===== src/rtl/xnor_maj_accum_pkg.sv =====
// Shared widths and helpers for the XNOR-majority accumulator and its feeders.
// Feeder and consumer blocks size their buses from the same functions so that
// accumulator, beat-counter and popcount widths always agree.
package xnor_maj_accum_pkg;

    localparam int unsigned M_DEF         = 9;
    localparam int unsigned N_DEF         = 4;
    localparam int unsigned MAX_BEATS_DEF = 16;

    // Ceiling log2; clog2(1) = 0.
    function automatic int unsigned clog2(input int unsigned v);
        int unsigned r;
        r = 0;
        while ((r < 32) && ((32'd1 << r) < v)) begin
            r = r + 1;
        end
        return r;
    endfunction

    // Bits needed for a popcount of an m-bit vector (0..m).
    function automatic int unsigned pop_width(input int unsigned m);
        return clog2(m + 1);
    endfunction

    // Bits needed for an accumulator summing up to max_beats popcounts.
    function automatic int unsigned acc_width(input int unsigned m, input int unsigned max_beats);
        return clog2(max_beats * m + 1);
    endfunction

    // Bits needed for a beat counter running 0..max_beats.
    function automatic int unsigned bc_width(input int unsigned max_beats);
        return clog2(max_beats + 1);
    endfunction

    localparam int unsigned ACC_W_DEF = acc_width(M_DEF, MAX_BEATS_DEF);
    localparam int unsigned BC_W_DEF  = bc_width(MAX_BEATS_DEF);

endpackage


===== src/rtl/xnor_maj_accum_if.sv =====
// Beat-stream interface between the activation/weight feeders and the
// accumulator. master = feeder side, slave = accumulator side.
//   in_valid, in_last : beat qualifier and end-of-group marker
//   a                 : M-bit activation beat shared by all channels
//   w                 : N*M weights, channel c at w[c*M +: M]
//   out_valid         : one-cycle pulse per completed group
//   m                 : per-channel majority result
//   out_ovf           : group exceeded the beat limit
interface xnor_maj_accum_if #(
    parameter int unsigned M = 9,
    parameter int unsigned N = 4
);
    logic             in_valid;
    logic             in_last;
    logic [M-1:0]     a;
    logic [N*M-1:0]   w;
    logic             out_valid;
    logic [N-1:0]     m;
    logic             out_ovf;

    modport master (
        output in_valid, in_last, a, w,
        input  out_valid, m, out_ovf
    );

    modport slave (
        input  in_valid, in_last, a, w,
        output out_valid, m, out_ovf
    );
endinterface


===== src/rtl/xnor_maj_accum_xnor_popcount.sv =====
// Combinational XNOR match count of two M-bit vectors.
//   a, w  : operands
//   cnt_c : number of bit positions where a and w agree (0..M)
module xnor_popcount
    import xnor_maj_accum_pkg::*;
#(
    parameter int unsigned M = 9
) (
    input  logic [M-1:0]              a,
    input  logic [M-1:0]              w,
    output logic [pop_width(M)-1:0]   cnt_c
);
    localparam int unsigned PW = pop_width(M);

    logic [M-1:0] match;

    assign match = ~(a ^ w);

    // Sum of match bits; synthesis folds the chain into an adder tree.
    always_comb begin
        cnt_c = '0;
        for (int unsigned i = 0; i < M; i++) begin
            cnt_c = cnt_c + PW'(match[i]);
        end
    end
endmodule


===== src/rtl/xnor_maj_accum.sv =====
// Multi-channel XNOR-majority accumulator.
// Pipeline: S1 input register, S2 per-channel popcount register, S3 group
// accumulators, then a registered threshold compare (3-cycle latency from
// the edge sampling in_last to the out_valid cycle).
//   clk, rst : clock and synchronous active-high reset
//   bus      : beat stream in, one majority bit per channel out per group
module xnor_maj_accum
    import xnor_maj_accum_pkg::*;
#(
    parameter int unsigned M         = M_DEF,
    parameter int unsigned N         = N_DEF,
    parameter int unsigned MAX_BEATS = MAX_BEATS_DEF
) (
    input  logic             clk,
    input  logic             rst,
    xnor_maj_accum_if.slave  bus
);
    localparam int unsigned PW    = pop_width(M);
    localparam int unsigned ACC_W = acc_width(M, MAX_BEATS);
    localparam int unsigned BC_W  = bc_width(MAX_BEATS);
    localparam int unsigned CW    = ACC_W + 1;

    // S1 input register
    logic           s1_valid;
    logic           s1_last;
    logic [M-1:0]   s1_a;
    logic [N*M-1:0] s1_w;

    always_ff @(posedge clk) begin
        if (rst) begin
            s1_valid <= 1'b0;
            s1_last  <= 1'b0;
            s1_a     <= '0;
            s1_w     <= '0;
        end else begin
            s1_valid <= bus.in_valid;
            s1_last  <= bus.in_valid & bus.in_last;
            s1_a     <= bus.a;
            s1_w     <= bus.w;
        end
    end

    // S2 per-channel popcount
    logic [PW-1:0] pop_c  [N];
    logic [PW-1:0] s2_pop [N];
    logic          s2_valid;
    logic          s2_last;

    for (genvar c = 0; c < N; c++) begin : g_pop
        xnor_popcount #(.M(M)) u_pop (
            .a     (s1_a),
            .w     (s1_w[c*M +: M]),
            .cnt_c (pop_c[c])
        );
    end

    always_ff @(posedge clk) begin
        if (rst) begin
            s2_valid <= 1'b0;
            s2_last  <= 1'b0;
            for (int unsigned c = 0; c < N; c++) s2_pop[c] <= '0;
        end else begin
            s2_valid <= s1_valid;
            s2_last  <= s1_last;
            for (int unsigned c = 0; c < N; c++) s2_pop[c] <= pop_c[c];
        end
    end

    // S3 group accumulation; grp_open is low at reset and after a last beat,
    // so the next valid beat restarts the group.
    logic [ACC_W-1:0] acc [N];
    logic [BC_W-1:0]  bc;
    logic             ovf;
    logic             grp_open;
    logic             s3_close;

    always_ff @(posedge clk) begin
        if (rst) begin
            for (int unsigned c = 0; c < N; c++) acc[c] <= '0;
            bc       <= '0;
            ovf      <= 1'b0;
            grp_open <= 1'b0;
            s3_close <= 1'b0;
        end else begin
            s3_close <= s2_valid & s2_last;
            if (s2_valid) begin
                if (!grp_open) begin
                    for (int unsigned c = 0; c < N; c++) acc[c] <= ACC_W'(s2_pop[c]);
                    bc  <= BC_W'(1);
                    ovf <= 1'b0;
                end else if (bc < BC_W'(MAX_BEATS)) begin
                    for (int unsigned c = 0; c < N; c++) acc[c] <= acc[c] + ACC_W'(s2_pop[c]);
                    bc <= bc + BC_W'(1);
                end else begin
                    ovf <= 1'b1;
                end
                grp_open <= ~s2_last;
            end
        end
    end

    // Majority threshold 2*acc >= bc*M, ties to 1, evaluated in ACC_W+1 bits.
    logic [N-1:0]  maj_c;
    logic [CW-1:0] thr_c;

    always_comb begin
        thr_c = CW'(bc) * CW'(M);
        maj_c = '0;
        for (int unsigned c = 0; c < N; c++) begin
            maj_c[c] = ({1'b0, acc[c]} << 1) >= thr_c;
        end
    end

    // Output register; m and out_ovf hold between pulses.
    logic         out_valid_q;
    logic [N-1:0] m_q;
    logic         out_ovf_q;

    always_ff @(posedge clk) begin
        if (rst) begin
            out_valid_q <= 1'b0;
            m_q         <= '0;
            out_ovf_q   <= 1'b0;
        end else begin
            out_valid_q <= s3_close;
            if (s3_close) begin
                m_q       <= maj_c;
                out_ovf_q <= ovf;
            end
        end
    end

    assign bus.out_valid = out_valid_q;
    assign bus.m         = m_q;
    assign bus.out_ovf   = out_ovf_q;
endmodule


===== src/flat_wrapper.sv =====
// flat-port wrapper written by rule: the top's interface ports become plain ports
module xnor_maj_accum_flat import xnor_maj_accum_pkg::*;
#(
    parameter int unsigned M         = M_DEF,
    parameter int unsigned N         = N_DEF,
    parameter int unsigned MAX_BEATS = MAX_BEATS_DEF
)
  (clk, rst, bus_in_valid, bus_in_last, bus_a, bus_w, bus_out_valid, bus_m, bus_out_ovf);
  xnor_maj_accum_if #(.M(M), .N(N)) bus_i ();
  input  logic clk;
  input  logic rst;
  input wire logic [$bits(bus_i.in_valid)-1:0] bus_in_valid;
  input wire logic [$bits(bus_i.in_last)-1:0] bus_in_last;
  input wire logic [$bits(bus_i.a)-1:0] bus_a;
  input wire logic [$bits(bus_i.w)-1:0] bus_w;
  output wire logic [$bits(bus_i.out_valid)-1:0] bus_out_valid;
  output wire logic [$bits(bus_i.m)-1:0] bus_m;
  output wire logic [$bits(bus_i.out_ovf)-1:0] bus_out_ovf;
  assign bus_i.in_valid = bus_in_valid;
  assign bus_i.in_last = bus_in_last;
  assign bus_i.a = bus_a;
  assign bus_i.w = bus_w;
  assign bus_out_valid = bus_i.out_valid;
  assign bus_m = bus_i.m;
  assign bus_out_ovf = bus_i.out_ovf;
  xnor_maj_accum #(.M(M), .N(N), .MAX_BEATS(MAX_BEATS)) u_core (.clk(clk), .rst(rst), .bus(bus_i));
endmodule

===== config.mk =====
export PLATFORM = sky130hd
export DESIGN_NAME = xnor_maj_accum_flat
export DESIGN_NICKNAME = d
export VERILOG_FILES = /design/src/rtl/xnor_maj_accum_pkg.sv /design/src/rtl/xnor_maj_accum_if.sv /design/src/rtl/xnor_maj_accum_xnor_popcount.sv /design/src/rtl/xnor_maj_accum.sv /design/src/flat_wrapper.sv
export SDC_FILE = /design/constraint.sdc
export NUM_CORES = 1
export LEC_CHECK = 0
export ABC_AREA = 1
export CAP_MARGIN = 30
export CORE_MARGIN = 2
export CORE_UTILIZATION = 60
export CTS_BUF_LIST = sky130_fd_sc_hd__clkbuf_8
export DETAILED_ROUTE_END_ITERATION = 7
export DONT_BUFFER_PORTS = 1
export HOLD_SLACK_MARGIN = 0.08
export PLACE_DENSITY = 0.76
export SLEW_MARGIN = 20
export SYNTH_ARGS = -nofsm -noshare
export SYNTH_HDL_FRONTEND = slang
export SYNTH_SLANG_ARGS = --single-unit

===== constraint.sdc =====
create_clock -name clk -period 6.2 [get_ports clk]
set_input_delay 1.24 -clock clk [delete_from_list [all_inputs] [get_ports clk]]
set_output_delay 1.24 -clock clk [all_outputs]
set_load 0.02 [all_outputs]

# Word-level counts from Yosys, hierarchy flattened
# Memories as Yosys holds them, arrays and structs flattened.
# Cells that the tools add are included.
[word_totals]
ff_bits = 63
ram_bits = 48
in_bits = 49
output_inout_bits = 6
elab_cells = 113
mem_count = 2
[classes]
add_sub_neg = 37
mul = 1
n_lt_le_gt_ge = 5
n_eq_ne = 2
n_mux = 28
n_bitwise = 23
n_reduce_logical = 2
[mem_list]
columns = ["name", "depth", "word_bits", "read_ports", "rd_ports_with_merged_regs", "write_ports", "line_no", "text"]
rows = [
  ["u_core.acc", 4, 8, 4, 0, 4, "xnor_maj_accum.sv:71", "logic [ACC_W-1:0] acc [N];"],
  ["u_core.s2_pop", 4, 4, 4, 0, 4, "xnor_maj_accum.sv:45", "logic [PW-1:0] s2_pop [N];"],
]
[ops]
columns = ["cell", "n"]
rows = [
  ["$add A4 B1 Y4", 20],
  ["$mux W8", 8],
  ["$ge A9 B9 Y1", 4],
  ["$not A9 Y9", 4],
  ["$xor A9 B9 Y9", 4],
  ["$add A8 B4 Y8", 4],
  ["$add A3 B1 Y4", 4],
  ["$mux W4", 4],
  ["$mux W1", 14],
  ["$add A2 B1 Y3", 4],
  ["$or A1 B1 Y1", 12],
  ["$mux W5", 2],
  ["$mul A5 B4 Y9 const B", 1],
  ["$add A1 B1 Y2", 4],
  ["$add A5 B1 Y5 const B", 1],
  ["$lt A5 B5 Y1 const B", 1],
  ["$ne A2 B2 Y1 const B", 2],
  ["$reduce_and A2 Y1", 2],
  ["$and A1 B1 Y1", 2],
  ["$not A1 Y1", 1],
]

# Logic depth before layout (Yosys ltp)
[depth]
depth_word = 11
depth_mapped = 14
ltp_nobuf = 14

# Modules after synthesis
# From an unflattened synthesis, not the netlist that was laid out.
[unflattened]
hier_cells = 898
hier_area_um2 = 6591.3
[modules_own_cells]
columns = ["mod", "instances", "cells_each", "area_per_inst_um2", "seq_area_each_um2"]
rows = [
  ["xnor_maj_accum", 1, 638, 5215.0, 2502.4],
  ["xnor_popcount", 4, 65, 344.1, 0.0],
]

# Worst setup path before layout
# No wires, ideal clock.
[synth_path]
path_kind = "register to register"
startpoint = "register u_core.s1_a[0]"
endpoint = "memory u_core.s2_pop[0][1] (netlist bit)"
setup_ns = 0.128
t_arrival_ns = 3.147
required_time_ns = 6.072
slack_ns = 2.925
path_stages_with_launch = 12
path_buffers = 0
period_less_slack_ns = 3.275
cell_sequence = "dfxtp_1 -> xor2_1 -> fa_1 -> inv_1 -> fa_1 -> fa_1 -> inv_1 -> fa_1 -> inv_1 -> fa_1 -> inv_1 -> nor2_1"
[synth_rtl]
columns = ["item", "line_no", "text"]
rows = [
  ["start, declared", "xnor_maj_accum.sv:26", "logic [M-1:0] s1_a;"],
  ["start signal, assigned", "xnor_maj_accum.sv:38", "s1_a <= bus.a;"],
  ["end, declared", "xnor_maj_accum.sv:45", ""],
]

==> flow_metrics.tcl <==
set metrics [dict create \
    fin_util_pct 65.5 \
    grt_max_degree 68 \
    maxSlewViolCount 0 \
    cp-start-kind "flop" \
    max_slew.worst_pin.slew_ps 738 \
    fin_crit_ps 3430 \
    slew_headroom_pct 50.8 \
    synth_area_leaders "dfxtp_1 (27%), edfxtp_1 (14%), ha_1 (11%)" \
    yosysUniqueCellTypes 27 \
    area_growth_pct 5.20 \
    vias_per_cell 5.09 \
    hold_buffers 0 \
    antenna_found_initial 0 \
    power_density_nw_per_um2 281 \
    hold_violations 0 \
    syn-mean-instance-area_um2 8.43 \
    synth.largest_area_cell "dfxtp_1" \
    async_flop_share_pct 0 \
    core_um2 9820 \
    antenna_left 0 \
    drive_gt1_share_pct 3.85 \
    post_cts_buffers 0 \
    synth_top_cell_area_share_pct 27.2 \
    synth_cells 725 \
    reg2reg_slack_ps 2770 \
    nFillCells 877 \
    synth_most_common_cell "inv_1" \
    die_h_um 105 \
    clockBufferDepth 2 \
    syn_nets 852 \
    place_congestion 0.844 \
    synth-edff-count 28 \
    setup.worst_path.class "flop to flop" \
    fin_nets 849 \
    endpoint "u_core.s2_pop[0][1]" \
    start_util_pct 62.2 \
    routed-via-count 4380 \
    finClkSkew_ps 15.4 \
    outcome "finished clean" \
    period_share_pct 55.3 \
    cts_tree "done" \
    clk_pin_slew_ps 110 \
    cts.repair.resized 0 \
    overflow 0 \
    wirelength_um 11700 \
    die_w_um 105 \
    diodes 0 \
    cts_root_buf "clkbuf_8" \
    ir_drop_mv 0.187 \
    post-dp-hpwl_um 9070 \
    setup_viol 0 \
    cts.htree.levels 3 \
    numPortBuffers 0 \
    grt_usage_pct 23.1 \
    cts_inserted_buffers 9 \
    synth_ff_type "dfxtp_1" \
    worst_ep_required_time_ps 6500 \
    grt_pass1_vias 4454 \
    seq_area_frac_synth_pct 40.9 \
    fmax_ghz 0.292 \
    grt_pass1_wl_um 20200 \
    ys_ff_latch 111 \
    cts.sinks 111 \
    rr_worst_depth 11 \
    clock_latency_ps 380 \
    syn_area_um2 6110 \
    reg2reg_from "u_core.s1_a[0]" \
    crit_fanout 4 \
    grt_setup_unrepaired "false" \
    startpoint "u_core.s1_a[0]" \
    ys_top_cells_by_count "inv_1 (134), nand2_1 (116), nor2_1 (95), dfxtp_1 (83), ha_1 (53)" \
    dieArea_um2 11000 \
    drcViolationCount 0 \
    r2r-end "u_core.s2_pop[0][1]" \
    ios 55 \
    detail_route.first_pass.iterations 5 \
    yosysWarnings 0 \
    dr.first_iter.drc_count 185 \
    max-cap-violations 0 \
    end_kind "flop" \
    worstPathArrival_ps 3720 \
    hold_class "flop to flop" \
    wl_per_cell_um 13.6 \
    fin_setup_tns_ps 0 \
    p_leak_nw 3.13 \
    std_cell_rows 36 \
]
==> cell type report <==
class / count / area [um^2] / share of cell area [%]
multi-input cells: 461 / 3030 / 47.1
flip-flops and latches: 111 / 2500 / 38.9
inverters: 138 / 518 / 8.06
well taps: 133 / 166 / 2.59
clock buffers: 10 / 138 / 2.14
clock inverters: 6 / 66.3 / 1.03
repair buffers: 1 / 7.51 / 0.117
==> where the power goes <==
group	internal (mW)	total [mW]	switching (mW)
combinational	0.208	0.484	0.276
clock	0.200	0.454	0.253
sequential	0.815	0.870	0.0548
total	1.22	1.81	0.584
==> per-stage QoR <==
stage                     hold slack, ps  setup WS (ps)  cell area (um^2)  power, mW  instances
after global routing                 422           2590              6430       1.95        860
after global placement               395           2880              6230       1.32        844
after CTS                            407           2750              6430       1.82        860
final                                407           2770              6430       1.81        860
after floorplan                      388           2930              6110       1.26        725
after detailed placement             393           2740              6230       1.37        844
==> critical path, cell delays in order, from the launching register on <==
cell     delay [ps]
dfxtp_1         460
xor2_1          130
fa_1            540
inv_1            50
fa_1            500
fa_1            560
inv_1            60
fa_1            410
inv_1           110
fa_1            430
inv_1            70
nor2_1           30
==> sequential cells by signal (all words and copies together), names as in the netlist <==
name                  cells
u_core.bus.out_valid      1
u_core.grp_open           1
u_core.bc                 5
u_core.bus.out_ovf        1
u_core.s2_pop            16
u_core.s1_a               9
u_core.s1_valid           1
u_core.s1_w              36
u_core.s2_valid           1
u_core.bus.m              4
u_core.s1_last            1
u_core.acc               32
u_core.ovf                1
u_core.s3_close           1
u_core.s2_last            1
==> layer usage <==
metal / GRT usage, % / wire [um] / share of wire (%) / vias to the layer above
met2: 40.8 / 5860 / 50 / 102
met5: 0 / 0 / 0 / -
li1: - / - / - / 2256
met1: 27.3 / 5030 / 43 / 1994
met3: 3.81 / 513 / 4.4 / 28
met4: 10.8 / 323 / 2.8 / 0
==> cells in the final DEF (no fill, tap or decap), types with 3 or more instances in the layout <==
master,n
a22o_1,3
nand2_1,116
xor2_1,21
inv_2,4
a31oi_1,4
ha_1,53
o21ai_0,18
o21ai_1,8
xnor2_1,22
fa_1,25
or2_2,3
nor2_1,94
dfxtp_1,83
o22ai_1,3
a21oi_1,40
nor3_1,5
nand3_1,35
clkbuf_8,10
edfxtp_1,28
inv_1,134
nand4_1,4
==> cell families after synthesis <==
kind of cell,synth area share [%]
AND/OR/NAND/NOR,17.7
XOR/XNOR,6.16
buffers and inverters,9.50
adder cells (fa/ha/maj),19.0
AO/OA/AOI/OAI,6.67
flip-flops,40.9
==> how the worst min path moves through the flow <==
stage | to | depth (start not counted) | slack (ps) | from
2_1_floorplan | u_core.s2_last | 2 | 390 | u_core.s1_last
3_3_place_gp | u_core.s2_last | 2 | 390 | u_core.s1_last
3_5_place_dp | u_core.s2_valid | 2 | 390 | u_core.s1_valid
4_1_cts | u_core.s2_valid | 2 | 410 | u_core.s1_valid
5_1_grt | u_core.s2_valid | 2 | 420 | u_core.s1_valid
6_report | u_core.s2_valid | 2 | 410 | u_core.s1_valid
(Power assumes the default switching activity.)
